### src/rtl/management_bus_bridge.sv
// management_bus_bridge
//   Turns a byte stream from an SPI slave core into register-bus reads and
//   writes. Each transaction starts with a two-byte header: bit 15 selects
//   write (1) or read (0), and bits 14:0 give the start address. In a write,
//   every later byte is written to an auto-incrementing address. In a read,
//   bytes are fetched from auto-incrementing addresses and offered to the
//   SPI core one at a time.
//
//   Optional build macro: MGMT_BRIDGE_RD_TIMEOUT_EN adds a read-wait timeout
//   of TIMEOUT_CYCLES cycles. On timeout the bridge returns 0xFF and sets the
//   sticky rd_timeout flag. Without the macro, reads wait indefinitely and
//   rd_timeout is tied to 0.
//
// Ports
//   clk, rst_n            clock, synchronous active-low reset
//   spi_start, spi_end    chip-select assert / deassert pulses
//   rx_valid, rx_data     byte received from the SPI core
//   tx_valid, tx_data,    byte offered to the SPI core (moves on
//   tx_ready              tx_valid && tx_ready)
//   rd_en, rd_addr,       register read: one-cycle rd_en, response on
//   rd_valid, rd_data     rd_valid
//   wr_en, wr_addr,       register write strobe
//   wr_data
//   rd_timeout            sticky read-timeout flag
module management_bus_bridge #(
  parameter int TIMEOUT_CYCLES = 255
) (
  input  logic        clk,
  input  logic        rst_n,
  input  logic        spi_start,
  input  logic        spi_end,
  input  logic        rx_valid,
  input  logic [7:0]  rx_data,
  output logic        tx_valid,
  output logic [7:0]  tx_data,
  input  logic        tx_ready,
  output logic        rd_en,
  output logic [15:0] rd_addr,
  input  logic        rd_valid,
  input  logic [7:0]  rd_data,
  output logic        wr_en,
  output logic [15:0] wr_addr,
  output logic [7:0]  wr_data,
  output logic        rd_timeout
);

  typedef enum logic [2:0] {
    IDLE, ADDR_HI, ADDR_LO, RD_ISSUE, RD_WAIT, RD_HOLD, WRITE
  } state_t;

  state_t      state_q, state_d;
  logic [7:0]  hdr_hi_q, hdr_hi_d;
  logic [14:0] addr_q, addr_d;
  logic [14:0] rd_addr_q, rd_addr_d;
  logic        tx_valid_q, tx_valid_d;
  logic [7:0]  tx_data_q, tx_data_d;
  logic        wr_en_q, wr_en_d;
  logic [14:0] wr_addr_q, wr_addr_d;
  logic [7:0]  wr_data_q, wr_data_d;
  logic        drain_q, drain_d;
  // The response came back in the rd_en cycle; it is parked in tx_data and
  // presented from RD_WAIT, so a read still takes 3 cycles per byte.
  logic        early_q, early_d;
  logic        issue;
  logic        abort;
  logic        tmo_hit;

  // A read is issued only when no aborted read is still in flight.
  assign issue = (state_q == RD_ISSUE) && !drain_q;
  assign abort = spi_start || spi_end;

`ifdef MGMT_BRIDGE_RD_TIMEOUT_EN
  localparam int CW = (TIMEOUT_CYCLES > 2) ? $clog2(TIMEOUT_CYCLES) : 1;
  localparam logic [CW-1:0] CNT_MAX = CW'(TIMEOUT_CYCLES - 1);

  logic [CW-1:0] cnt_q, cnt_d;
  logic          rd_timeout_q, rd_timeout_d;
  logic          tmo_active;

  // The counter runs while the bridge waits on a live read, and also while it
  // drains a read that was aborted. In both cases the counter is timing the
  // same outstanding read.
  assign tmo_active = ((state_q == RD_WAIT) && !early_q) || drain_q;
  assign tmo_hit    = tmo_active && !rd_valid && (cnt_q == CNT_MAX);

  always_comb begin
    cnt_d        = (tmo_active && !rd_valid && !tmo_hit) ? cnt_q + 1'b1 : '0;
    rd_timeout_d = rd_timeout_q;
    if (spi_start)
      rd_timeout_d = 1'b0;
    else if (tmo_hit && !spi_end && (state_q == RD_WAIT))
      rd_timeout_d = 1'b1;
  end

  always_ff @(posedge clk) begin
    if (!rst_n) begin
      cnt_q        <= '0;
      rd_timeout_q <= 1'b0;
    end else begin
      cnt_q        <= cnt_d;
      rd_timeout_q <= rd_timeout_d;
    end
  end

  assign rd_timeout = rd_timeout_q;
`else
  assign tmo_hit    = 1'b0;
  assign rd_timeout = 1'b0;
`endif

  always_comb begin
    state_d    = state_q;
    hdr_hi_d   = hdr_hi_q;
    addr_d     = addr_q;
    rd_addr_d  = rd_addr_q;
    tx_valid_d = tx_valid_q;
    tx_data_d  = tx_data_q;
    wr_en_d    = 1'b0;
    wr_addr_d  = wr_addr_q;
    wr_data_d  = wr_data_q;
    drain_d    = drain_q;
    early_d    = early_q;

    // The late response to an aborted read is swallowed here.
    if (drain_q && (rd_valid || tmo_hit))
      drain_d = 1'b0;

    if (spi_start) begin
      tx_valid_d = 1'b0;
      early_d    = 1'b0;
      if (rx_valid) begin
        hdr_hi_d = rx_data;
        state_d  = ADDR_LO;
      end else begin
        state_d  = ADDR_HI;
      end
    end else if (spi_end) begin
      tx_valid_d = 1'b0;
      early_d    = 1'b0;
      state_d    = IDLE;
    end else begin
      case (state_q)
        ADDR_HI: begin
          if (rx_valid) begin
            hdr_hi_d = rx_data;
            state_d  = ADDR_LO;
          end
        end
        ADDR_LO: begin
          if (rx_valid) begin
            addr_d  = {hdr_hi_q[6:0], rx_data};
            state_d = hdr_hi_q[7] ? WRITE : RD_ISSUE;
          end
        end
        RD_ISSUE: begin
          if (issue) begin
            if (rd_valid) begin
              tx_data_d = rd_data;
              early_d   = 1'b1;
            end
            state_d = RD_WAIT;
          end
        end
        RD_WAIT: begin
          if (early_q || rd_valid) begin
            if (!early_q)
              tx_data_d = rd_data;
            early_d    = 1'b0;
            tx_valid_d = 1'b1;
            state_d    = RD_HOLD;
          end else if (tmo_hit) begin
            tx_data_d  = 8'hFF;
            tx_valid_d = 1'b1;
            state_d    = RD_HOLD;
          end
        end
        RD_HOLD: begin
          if (tx_ready) begin
            tx_valid_d = 1'b0;
            addr_d     = addr_q + 15'd1;
            state_d    = RD_ISSUE;
          end
        end
        WRITE: begin
          if (rx_valid) begin
            wr_en_d   = 1'b1;
            wr_addr_d = addr_q;
            wr_data_d = rx_data;
            addr_d    = addr_q + 15'd1;
          end
        end
        default: ;
      endcase
    end

    // An abort with no response yet leaves a read in flight.
    if (abort && !rd_valid &&
        (issue || ((state_q == RD_WAIT) && !early_q && !tmo_hit)))
      drain_d = 1'b1;

    // rd_addr is loaded only when a read can actually issue. This keeps it
    // steady while an aborted read is still being drained.
    if ((state_d == RD_ISSUE) && !drain_d)
      rd_addr_d = addr_d;
  end

  always_ff @(posedge clk) begin
    if (!rst_n) begin
      state_q    <= IDLE;
      hdr_hi_q   <= '0;
      addr_q     <= '0;
      rd_addr_q  <= '0;
      tx_valid_q <= 1'b0;
      tx_data_q  <= '0;
      wr_en_q    <= 1'b0;
      wr_addr_q  <= '0;
      wr_data_q  <= '0;
      drain_q    <= 1'b0;
      early_q    <= 1'b0;
    end else begin
      state_q    <= state_d;
      hdr_hi_q   <= hdr_hi_d;
      addr_q     <= addr_d;
      rd_addr_q  <= rd_addr_d;
      tx_valid_q <= tx_valid_d;
      tx_data_q  <= tx_data_d;
      wr_en_q    <= wr_en_d;
      wr_addr_q  <= wr_addr_d;
      wr_data_q  <= wr_data_d;
      drain_q    <= drain_d;
      early_q    <= early_d;
    end
  end

  assign rd_en    = issue;
  assign rd_addr  = {1'b0, rd_addr_q};
  assign wr_en    = wr_en_q;
  assign wr_addr  = {1'b0, wr_addr_q};
  assign wr_data  = wr_data_q;
  assign tx_valid = tx_valid_q;
  assign tx_data  = tx_data_q;

endmodule
### config.mk
export PLATFORM = sky130hd
export DESIGN_NAME = management_bus_bridge
export DESIGN_NICKNAME = d
export VERILOG_FILES = /design/src/rtl/management_bus_bridge.sv
export SDC_FILE = /design/constraint.sdc
export NUM_CORES = 1
export LEC_CHECK = 0
export ABC_AREA = 0
export CAP_MARGIN = 20
export CORE_MARGIN = 8
export CORE_UTILIZATION = 39
export DETAILED_ROUTE_END_ITERATION = 12
export MAX_ROUTING_LAYER = met4
export PLACE_DENSITY = 0.7
export SLEW_MARGIN = 20
export SYNTH_ARGS = -nofsm -noshare
export SYNTH_HDL_FRONTEND = slang
export SYNTH_SLANG_ARGS = --single-unit
### constraint.sdc
create_clock -name clk -period 2.3 [get_ports clk]
set_input_delay 0.345 -clock clk [delete_from_list [all_inputs] [get_ports clk]]
set_output_delay 0.345 -clock clk [all_outputs]
set_load 0.01 [all_outputs]
==> results.yml <==
clock_network:
  clk_latency_ps: 350
  cts_root_buffer: "clkbuf_8"
  clkTransAtPathRegs_ps: 80
  post_cts_buffers: 0
  htree_num_levels: 3
  clkSinkCount: 76
  tritoncts: "yes"
  cts_made_buffers: 9
  ctsLongestPathBuffers: 2
yosys:
  yosysWarnings: 0
  syn_area_um2: 3610
  ys_ff_latch: 76
  synth.largest_area_cell: "dfxtp_1"
  synthCells: 412
  yosys.area_share.simple_pct: 20.8
  yosys-top-cells-area: "dfxtp_1 (42%), mux2i_1 (6.1%), nand2_1 (5.7%), a21oi_1 (4.7%), nor2_1 (4.4%)"
  syn_avg_cell_area_um2: 8.76
  synth_edf_count: 0
  synth_top_family_by_area: "compound AO/OA/AOI/OAI gates"
  yosys.area_share.adder_pct: 0.347
  synth_top_area_share_pct: 42.1
  synthArstFlopShare_pct: 0
  synth_xor_area_share_pct: 0.451
  ys_types: 63
  synth-main-ff-cell: "dfxtp_1"
  synth_compound_area_share_pct: 22.9
  yosysSeqAreaShare_pct: 42.1
  synth.mux.area_fraction_pct: 6.93
critical_path:
  critical_path_arrival_ps: 1880
  critical_path_class: "flop to primary output"
  startpoint_type: "flop"
  cp-end-kind: "primary output"
  cp.required_ps: 1960
  reg2reg_slack_ps: 170
  crit_fanout: 9
detailed_routing:
  drt_drc_violations_left: 0
  firstDrtPassIters: 7
  drt_iter0_drc: 248
  vias: 3477
  wl_um: 10600
  wl_per_cell_um: 16.9
  via_per_inst: 5.53
  ant_nets: 0
pwr:
  p_sw_mw: 0.639
  power_frac_seq_pct: 51.9
  power.density_nw_per_um2: 531
  leakagePower_nw: 1.77
  power_frac_comb_pct: 8.4
  swShare_pct: 24.8
  irDropWorstVdd_uv: 229
  p_clk_share_pct: 39.7
  intPower_mw: 1.94
place:
  gp_congestion: 0.889
  place_inst: 613
  portBuffers: 71
  dp_hpwl_um: 7870
  dpl_cell_area_um2: 4660
die:
  die_area_um2: 12600
  start_util_pct: 39.6
  die_width_um: 112
  die_h_um: 112
  core_area_um2: 9110
  num_io_pins: 75
  rows: 35
layout:
  num_antenna_cells: 0
  area_delta_synth_final_pct: 34.5
  fin_nets: 537
  fin_cells: 629
  design_area_um2: 4860
  layout_commonest_cell: "dfxtp_1"
  final_cell_mix: "dfxtp_1 (73), clkdlybuf4s50_1 (71), nand2_1 (55)"
  drive_gt1_share_pct: 16.8
timing:
  worstMarginPinSlew_ps: 673
  hold_violations: 0
  setup_viol: 0
  max-slew-margin-rel_pct: 54.6
  whs_ps: 454
  timing.final.crit_share_pct: 96.8
  drv_slew: 0
  min_period_ps: 2230
  skew_ps: 12.0
  max_freq_ghz: 0.449
  rsz0062_at_grt: "no"
global_routing:
  overflow: 0
  antenna_found_initial: 0
  grt_pass1_vias: 3499
  grtUsageTotal_pct: 17.8
  grt_pass1_wl_um: 17800
  grt_start_max_net_pins: 71
run_status:
  status: "completed"
flow_run:
  cap_violations: 0
min_path:
  hold_path_class: "flop to flop"
## cell type report
class	instances	area [um2]
fillers	856	4250
multi-input cells	297	1870
flip-flops and latches	76	1530
repair buffers	119	1100
well taps	111	139
clock buffers	11	131
clock inverters	5	61.3
inverters	10	37.5
## metrics by stage
stage | utilization, % | TNS (ps) | setup slack (ps) | power, mW
2_1_floorplan | - | 0 | 247 | 1.48
3_3_place_gp | 51.2 | -704 | -105 | 1.58
3_5_place_dp | 51.2 | -1080 | -116 | 1.59
4_1_cts | 53.3 | 0 | 1.82 | 2.59
5_1_grt | 53.3 | 0 | 26.9 | 2.66
6_report | 53.3 | 0 | 74.6 | 2.58
## worst paths after layout
check,startpoint,depth (start not counted),end
hold reg to reg,wr_addr_q[8],2,wr_addr_q[8]
setup / recovery,state_q[1],3,rd_en
setup reg to reg,addr_q[0],6,rd_addr_q[14]
hold / removal,wr_addr_q[8],2,wr_addr_q[8]
## cells in the mapped netlist (6+ instances only)
master	instances
a211oi_2	10
nor2_1	42
mux2i_1	22
a31oi_1	13
buf_2	6
clkbuf_1	14
o21ai_0	10
a211oi_1	11
inv_1	9
nor3_1	8
a21oi_1	34
nand2_1	55
dfxtp_1	76
a22oi_1	6
buf_4	7
o211ai_1	6
## registers in the layout, indices dropped and copies added (netlist names)
name / flops
drain_q: 1
rd_addr_q: 15
tx_valid: 1
addr_q: 15
wr_addr_q: 15
early_q: 1
wr_data: 8
hdr_hi_q: 8
tx_data: 8
state_q: 3
wr_en: 1
## power by group through the flow
stage          clock network (mW)  logic (mW)  registers [mW]
4_1_cts                      1.04       0.216            1.34
3_3_place_gp                    0       0.211            1.37
6_report                     1.02       0.216            1.34
2_1_floorplan                   0       0.116            1.37
3_5_place_dp                    0       0.215            1.37
5_1_grt                      1.08       0.233            1.34
## repair_timing
item                       4_1_cts  5_1_grt
gates resized for setup          1        2
setup endpoints to repair        1        7
hold buffers                     0        0
## per-layer routing
metal  wire (um)  part of all wire [%]  global-route usage, %
met1        5000                    47                   22.7
met2        4840                    45                   27.2
met3         590                   5.5                   2.47
met4         214                   2.0                   8.63
met5           0                     0                      -
## cell families (layout without fill, tap and decap cells)
group | count (synthesis) | after routing
AO/OA/AOI/OAI | 115 | 115
buffers and inverters | 41 | 145
other | 1 | 3
multiplexers | 24 | 24
adder cells (fa/ha/maj) | 1 | 1
XOR/XNOR | 1 | 1
AND/OR/NAND/NOR | 153 | 153
flip-flops | 76 | 76
## critical path, cell delays in order, from the launching register on
cell             delay (ps)
dfxtp_2                 420
buf_4                   190
and4bb_1                320
clkdlybuf4s50_1         590
(Power assumes the default switching activity.)
